**src/rtl/cpu_defs.sv**
```systemverilog
// Shared core definitions: register-file geometry and the register index type.
package cpu_defs;

  localparam int REG_ADDR_W = 5;
  localparam int NREG       = 32;
  localparam int DATA_W     = 32;

  typedef logic [REG_ADDR_W-1:0] reg_addr_t;

endpackage : cpu_defs

```
**src/rtl/regfile_2w4r_read_port.sv**
```systemverilog
// One combinational read port of the register file. It applies the
// zero-register rule and, when enabled, the same-cycle write bypass with the
// slave write taking priority over the master write.
module regfile_read_port
  import cpu_defs::reg_addr_t;
#(
  parameter int DATA_W       = cpu_defs::DATA_W,
  parameter int NREG         = cpu_defs::NREG,
  parameter bit WRITE_BYPASS = 1'b1
) (
  input  logic              resetn_i,
  input  logic [4:0]        raddr_i,
  input  logic [DATA_W-1:0] regs_i [NREG],
  input  logic              wen1_i,
  input  logic [4:0]        waddr1_i,
  input  logic [DATA_W-1:0] wdata1_i,
  input  logic              wen2_i,
  input  logic [4:0]        waddr2_i,
  input  logic [DATA_W-1:0] wdata2_i,
  output logic [DATA_W-1:0] rdata_o
);

  reg_addr_t raddr;
  assign raddr = raddr_i;

  // Select the operand: zero for r0 or while in reset, else bypass, else storage.
  always_comb begin
    // NOTE: the default assignment first guarantees every path drives rdata_o,
    // so no latch can be inferred from an incomplete if/else chain.
    rdata_o = '0;
    // Storage is already zero during reset; the resetn gate only stops a
    // pending write from leaking through the bypass while reset is held.
    if (resetn_i && (raddr != '0)) begin
      if (WRITE_BYPASS && wen2_i && (waddr2_i == raddr)) begin
        rdata_o = wdata2_i;
      end else if (WRITE_BYPASS && wen1_i && (waddr1_i == raddr)) begin
        rdata_o = wdata1_i;
      end else begin
        rdata_o = regs_i[raddr];
      end
    end
  end

endmodule : regfile_read_port

```
**src/rtl/regfile_2w4r.sv**
```systemverilog
// Dual-issue general-purpose register file: 32 x 32-bit, master and slave
// writeback ports, four combinational operand read ports. Register 0 is
// hardwired to zero; on a same-index double write the slave (younger) wins.
module regfile_2w4r
  import cpu_defs::reg_addr_t;
#(
  parameter int DATA_W       = cpu_defs::DATA_W,
  parameter int NREG         = cpu_defs::NREG,
  parameter bit WRITE_BYPASS = 1'b1
) (
  input  logic              clk,
  input  logic              resetn,
  input  logic              wen1,
  input  logic [4:0]        waddr1,
  input  logic [DATA_W-1:0] wdata1,
  input  logic              wen2,
  input  logic [4:0]        waddr2,
  input  logic [DATA_W-1:0] wdata2,
  input  logic [4:0]        master_rs,
  output logic [DATA_W-1:0] master_rs_value_tmp,
  input  logic [4:0]        master_rt,
  output logic [DATA_W-1:0] master_rt_value_tmp,
  input  logic [4:0]        slave_rs,
  output logic [DATA_W-1:0] slave_rs_value_tmp,
  input  logic [4:0]        slave_rt,
  output logic [DATA_W-1:0] slave_rt_value_tmp
);

  logic [DATA_W-1:0] regs_q [NREG];
  logic [DATA_W-1:0] regs_d [NREG];

  // Next-state of every register: slave write checked first so it wins a conflict.
  always_comb begin
    regs_d    = regs_q;
    regs_d[0] = '0;
    for (int i = 1; i < NREG; i++) begin
      if (wen2 && (waddr2 == reg_addr_t'(i))) begin
        regs_d[i] = wdata2;
      end else if (wen1 && (waddr1 == reg_addr_t'(i))) begin
        regs_d[i] = wdata1;
      end
    end
  end

  // Register storage with asynchronous clear; an edge under reset drops any write.
  always_ff @(posedge clk or negedge resetn) begin
    if (!resetn) begin
      // NOTE: the whole array is reset here because software relies on every
      // architectural register reading zero after reset; this forces a
      // flop-based array rather than a RAM macro.
      for (int i = 0; i < NREG; i++) begin
        regs_q[i] <= '0;
      end
    end else begin
      // NOTE: non-blocking assignment keeps every read in this time step
      // seeing the pre-edge contents, which the combinational read ports need.
      regs_q <= regs_d;
    end
  end

  regfile_read_port #(
    .DATA_W(DATA_W), .NREG(NREG), .WRITE_BYPASS(WRITE_BYPASS)
  ) u_rd_master_rs (
    .resetn_i(resetn), .raddr_i(master_rs), .regs_i(regs_q),
    .wen1_i(wen1), .waddr1_i(waddr1), .wdata1_i(wdata1),
    .wen2_i(wen2), .waddr2_i(waddr2), .wdata2_i(wdata2),
    .rdata_o(master_rs_value_tmp)
  );

  regfile_read_port #(
    .DATA_W(DATA_W), .NREG(NREG), .WRITE_BYPASS(WRITE_BYPASS)
  ) u_rd_master_rt (
    .resetn_i(resetn), .raddr_i(master_rt), .regs_i(regs_q),
    .wen1_i(wen1), .waddr1_i(waddr1), .wdata1_i(wdata1),
    .wen2_i(wen2), .waddr2_i(waddr2), .wdata2_i(wdata2),
    .rdata_o(master_rt_value_tmp)
  );

  regfile_read_port #(
    .DATA_W(DATA_W), .NREG(NREG), .WRITE_BYPASS(WRITE_BYPASS)
  ) u_rd_slave_rs (
    .resetn_i(resetn), .raddr_i(slave_rs), .regs_i(regs_q),
    .wen1_i(wen1), .waddr1_i(waddr1), .wdata1_i(wdata1),
    .wen2_i(wen2), .waddr2_i(waddr2), .wdata2_i(wdata2),
    .rdata_o(slave_rs_value_tmp)
  );

  regfile_read_port #(
    .DATA_W(DATA_W), .NREG(NREG), .WRITE_BYPASS(WRITE_BYPASS)
  ) u_rd_slave_rt (
    .resetn_i(resetn), .raddr_i(slave_rt), .regs_i(regs_q),
    .wen1_i(wen1), .waddr1_i(waddr1), .wdata1_i(wdata1),
    .wen2_i(wen2), .waddr2_i(waddr2), .wdata2_i(wdata2),
    .rdata_o(slave_rt_value_tmp)
  );

endmodule : regfile_2w4r

```
**config.mk**
```make
export PLATFORM = sky130hd
export DESIGN_NAME = regfile_2w4r
export DESIGN_NICKNAME = d
export VERILOG_FILES = /design/src/rtl/cpu_defs.sv /design/src/rtl/regfile_2w4r_read_port.sv /design/src/rtl/regfile_2w4r.sv
export SDC_FILE = /design/constraint.sdc
export NUM_CORES = 2
export LEC_CHECK = 0
export BUFFER_PORTS_ARGS = -buffer_cell sky130_fd_sc_hd__buf_2
export CORE_MARGIN = 2
export CORE_UTILIZATION = 65
export DETAILED_ROUTE_END_ITERATION = 8
export PLACE_DENSITY = 0.93
export SYNTH_ARGS = -nofsm -noshare
export SYNTH_HDL_FRONTEND = slang
export SYNTH_SLANG_ARGS = --single-unit
```
**constraint.sdc**
```tcl
create_clock -name clk -period 2.94 [get_ports clk]
set_input_delay 0.588 -clock clk [delete_from_list [all_inputs] [get_ports clk]]
set_output_delay 0.588 -clock clk [all_outputs]
set_load 0.05 [all_outputs]
```
==> results of run 1 <==
==> logic make-up after synthesis <==
group / share of synthesized area [%]
AO/OA/AOI/OAI: 16.6
XOR/XNOR: 0.422
buffers and inverters: 6.88
flip-flops: 29.9
multiplexers: 37.1
AND/OR/NAND/NOR: 9.21
==> routing by layer <==
layer	overflow	GRT usage [%]
met1	3253	106
met2	9454	134
met3	2781	109
met4	2715	117
met5	484	111
==> metrics by stage <==
step	hold slack (ps)	instance area, sq um	setup TNS [ps]	cells
global placement	605	97100	-40060	10536
detailed placement	633	97100	-54080	10536
floorplan	292	85200	-3320	8596
CTS	23.5	113000	-35480	11257
==> what timing repair did <==
item                       in CTS
pin swaps                     371
cloned                         32
resized for setup            1641
hold endpoints to repair        0
setup buffers                 528
setup endpoints to repair     128
==> metrics list, run 1 <==
- The run stopped with a tool error.
* Stopped at: global routing
* First Err: [ERROR GRT-0116] Global routing finished with congestion. Check the congestion regions in the DRC Viewer.
- After synthesis, the share of flip-flops with an asynchronous set or reset is 100%.
* Count of flip-flops with a built-in enable after synthesis: 0
* Clock tree sinks: 992
* Total standard cell area after synthesis: 83100 sq um
- For this run the aggregate overflow at the end of global routing stands at 18687.
* CTS Root Buffer Type: clkbuf_16
* Ports: 226
- Hold buffer count at CTS: 0
- Biggest area contributors in the synthesized netlist: dfrtp_1 (30%), mux2i_1 (23%), mux4_2 (10%)
- The die is 362 um tall.
- From left edge to right edge, the die measures 362 um.
- Most instantiated cells after synthesis: mux2i_1 (1913), dfrtp_1 (992), nor2_1 (849), a21oi_1 (766), clkbuf_1 (550)
- Of all cell types, the one taking the most synthesized area is dfrtp_1.
- Maximum level of the CTS H-tree: 3
- Final HPWL DP: 320 mm
* Post-place setup slack: -791 ps
* Number of buffers inserted during clock tree synthesis: 110
* Clock Path Buffers: 3
- After technology mapping, the gate count stands at 8596.
- In this run the tool buffered the top-level ports with 225 buffer cells.
- In the synthesized netlist the dominant register cell turns out to be dfrtp_1.
- Summing the sequential cell areas from Yosys gives 29.9% of the chip area.
* Most numerous cell in the Yosys netlist: mux2i_1
- Starting Density: 65.3%
- The first global-routing pass estimated 1090 mm of wire.
* Global-route usage over all layers: 116%
- After synthesis, the mean cell area works out to 9.67 sq um.
- Counting every net in the synthesized netlist gives 8694.
- Routability-driven placement finished with a final weighted congestion of 1.24.
- Vias in the first global route: 133786
* Ys Warns: 0
- After synthesis the netlist holds a flip-flop and latch count of 992.
- Largest net degree at the start of global routing: 136
- Top cell type's share of synthesized area: 29.9%
- Distinct cell type count of the synthesized netlist: 76
- After floorplanning, the core was divided into 131 placement rows.
==> run 2: changes to the inputs <==
- CORE_UTILIZATION: 65 -> 40
- PLACE_DENSITY: 0.93 -> default
- PLACE_DENSITY_LB_ADDON: default -> 0.15
==> metrics list, run 2 <==
- Entering global routing, the biggest net connects 149 pins.
* Number of buffers inserted during clock tree synthesis: 121
* Endpoint type of the worst setup path: output pin
- The first global-routing pass estimated 658 mm of wire.
- Final number of hold-violating endpoints: 0
- VDD sags by at most 526 uV.
- Global route total overflow: 0
- Total of fill cells in the finished design: 17433
* RSZ-0062 raised after global routing: yes
- Leading register cell type out of synthesis: dfrtp_1
- Sorting the synthesized cells by area gives the leading types as dfrtp_1 (30%), mux2i_1 (23%), mux4_2 (10%).
* Die height: 460 um
- Later-pin clock latency in the skew report: 810 ps
- Worst-path clk slew: 60 ps
- On the final layout, the worst clock skew is 0 ps.
* CTS Root Buffer Type: clkbuf_16
- Of the total power, the share spent switching nets is 39.1%.
- Arrival time of data at the critical path endpoint: 2950 ps
- Syn_area_per_cell: 9.67 sq um
- Source of the critical timing path: master_rs[1]
* Areal power density over the cells: 583 nW/um^2
* Top cell type's share of synthesized area: 29.9%
* Register bank with the most flops: regs_q
- Share of flip-flops with an asynchronous set or reset: 100%
- Area of the core: 207000 sq um
- The min-delay analysis places its worst path in the category in2async.
- In the final layout, the registers with the most flip-flops are regs_q x992.
* Number of antenna violations at the first check in global routing: 31
- P_int: 41600 uW
- Most numerous cell in the Yosys netlist: mux2i_1
* Iteration-0 DRC count of the detailed router: 12487
* Flops & latches, synth: 992
* # port buffers: 225
- Remaining number of nets flagged by the antenna check after routing: 0
- Count of flip-flops with a built-in enable after synthesis: 0
- After layout, the worst setup slack is -600 ps.
* Leakage dissipation: 0.0507 uW
* Slew Limit Headroom: 21.3%
* Highest clock rate: 283 MHz
- STA classifies the critical path startpoint as an input pin.
- Peak fanout along the critical path: 6
- Share of power burned in combinational logic: 42.9%
* Synth area leader: dfrtp_1
- For the worst flop-to-flop path, the logic depth is 4.
* Max reg flops: 992
- Maximum level of the CTS H-tree: 3
* FF-to-FF setup slack: 1870 ps
- Max-cap check violation count: 0
- The die is 460 um wide.
- Clock Path Buffers: 3
- Portion of the clock cycle consumed by the worst path in the final layout: 120%
- Routed Wire Length: 483 mm
- Per report_power, the sequential group accounts for 33.2% of the total.
- When the netlist entered floorplanning its net count stood at 8694.
- Proportion of power drawn by the clock network: 23.9%
- The number of global-route vias before repair came to 80795.
- In the final routed layout, each cell accounts on average for 38.6 um.
* Per-cell via count in the routed design: 6.84
- Most frequent cells in the layout: mux2i_1 (1905), buf_4 (1223), dfrtp_1 (885)
- The endpoint identified for the worst register-to-register timing path is regs_q[274].
- The floorplan step defined a die boundary enclosing 211000 sq um.
- Setup violations remaining at the end of the flow were counted as 128.
* Critical path class: in2out
- Final Core Density: 56.7%
* CP endpoint: master_rs_value_tmp[28]
* Slew @ Worst Pin: 1180 ps
- DR vias: 85769
* Most instantiated cells after synthesis: mux2i_1 (1913), dfrtp_1 (992), nor2_1 (849), a21oi_1 (766), clkbuf_1 (550)
- Starting Density: 40.2%
- Fraction of final layout cells sized beyond drive strength 1: 40.1%
- From synthesis to final layout, the design area changed by 41.2%.
- Clock tree from TritonCTS: yes
* Total standard cell area after synthesis: 83100 sq um
* Shortest period the worst path allows: 3540 ps
* Worst reg2reg path startpoint: regs_q[274]
* Distinct cell type count of the synthesized netlist: 76
* Global-route usage over all layers: 44.0%
* GP Congestion: 1.05
- Result of the run: finished, violations left
* Clock tree sinks: 992
- Summing all multi-input logic gate instances after layout gives 60800 sq um.
* Register area share after synthesis: 29.9%
- Ports: 226
* Commonest non-fill, non-tap cell in the layout: mux2i_1
- The floorplan has 167 rows.
- Yosys printed 0 warnings.
- STA puts the critical path data required time at 2350 ps.
- With fillers left out, the area of the finished cells amounts to 117000 sq um.
- Final Max Slew Viols: 0
- In this run the power spent charging and discharging nets is 26700 uW.
- In the routed design, unresolved DRC markers number 0.
- The final layout contains 9807 nets.
- The checks that failed: setup timing.
* Area of placed instances: 100000 sq um
- In the final layout, flip-flops and latches occupy 25000 sq um.
* Mapped Cells: 8596
- Summed over all nets, the half-perimeter wirelength after detailed placement is 329 mm.
- Number of iterations in the first detailed-routing pass: 7
==> run 2: cell counts after synthesis <==
Identical to the previous run, type by type.
==> run 2: worst min-delay path by stage <==
stage / end / slack (ps) / depth (start not counted) / startpoint
floorplan: regs_q[0] / 290 / 0 / resetn
global placement: regs_q[899] / 610 / 2 / regs_q[899]
detailed placement: regs_q[574] / 620 / 2 / regs_q[574]
CTS: regs_q[739] / 70 / 2 / resetn
global route: regs_q[739] / 150 / 2 / resetn
finish: regs_q[675] / 140 / 2 / resetn
==> run 2: worst max-delay path: stages <==
cell and delay, ps:
clkbuf_16 140, buf_16 170, buf_16 170, buf_6 120, nand2b_4 100, buf_12 210
buf_4 220, o22ai_1 110, nor3_1 740, o41ai_4 180, buf_12 190
==> run 2: metal layers <==
layer | track usage (%) | share of wire, % | routed length, um
met5 | 0.413 | 0.036 | 173
met4 | 31.6 | 8.8 | 42700
met3 | 14.2 | 13 | 61600
met2 | 62.3 | 41 | 200000
met1 | 56.0 | 37 | 179000
==> run 2: through the flow <==
stage	TNS (ps)	instances	hold WS [ps]	worst slack (ps)	total power, uW
4_1_cts	-48930	12374	66.1	-522	65700
3_5_place_dp	-81620	11728	623	-1440	45900
2_1_floorplan	-3320	8596	292	-259	36000
5_1_grt	-51030	12526	154	-528	70500
3_3_place_gp	-80360	11728	609	-1450	45300
6_report	-51790	12532	139	-600	68400
==> run 2: cells by family after synthesis <==
family	share of synthesized area, %
muxes	37.1
and+or+nand+nor	9.21
xor gates and xnor gates	0.422
AOI/OAI and AO/OA	16.6
buffers and inverters	6.88
DFF	29.9
==> run 2: final cells by class <==
class	count	area share, %
clock buffers	168	2.94
repair buffers	2080	20.5
well taps	2704	2.88
multi-input cells	6514	51.8
diodes	23	0.0490
clock inverters	51	0.554
flip-flops and latches	992	21.3
==> run 2: what timing repair did <==
| action | 4_1_cts | 5_1_grt |
|---|---|---|
| setup endpoints to repair | 128 | 128 |
| hold buffers | 4 | 0 |
| pin swaps | 273 | 263 |
| hold endpoints to repair | 69 | 0 |
| gates resized for setup | 943 | 576 |
| setup buffers | 455 | 154 |
| gates cloned | 30 | 14 |
==> run 2: power by group through the flow <==
stage | registers [uW] | clock network, uW | logic (uW)
2_1_floorplan | 20800 | 0 | 15300
3_3_place_gp | 22500 | 0 | 22800
3_5_place_dp | 22700 | 0 | 23100
4_1_cts | 22200 | 16300 | 27200
5_1_grt | 23000 | 16900 | 30600
6_report | 22700 | 16300 | 29400
Note: power is estimated with default switching activity, not from simulation.
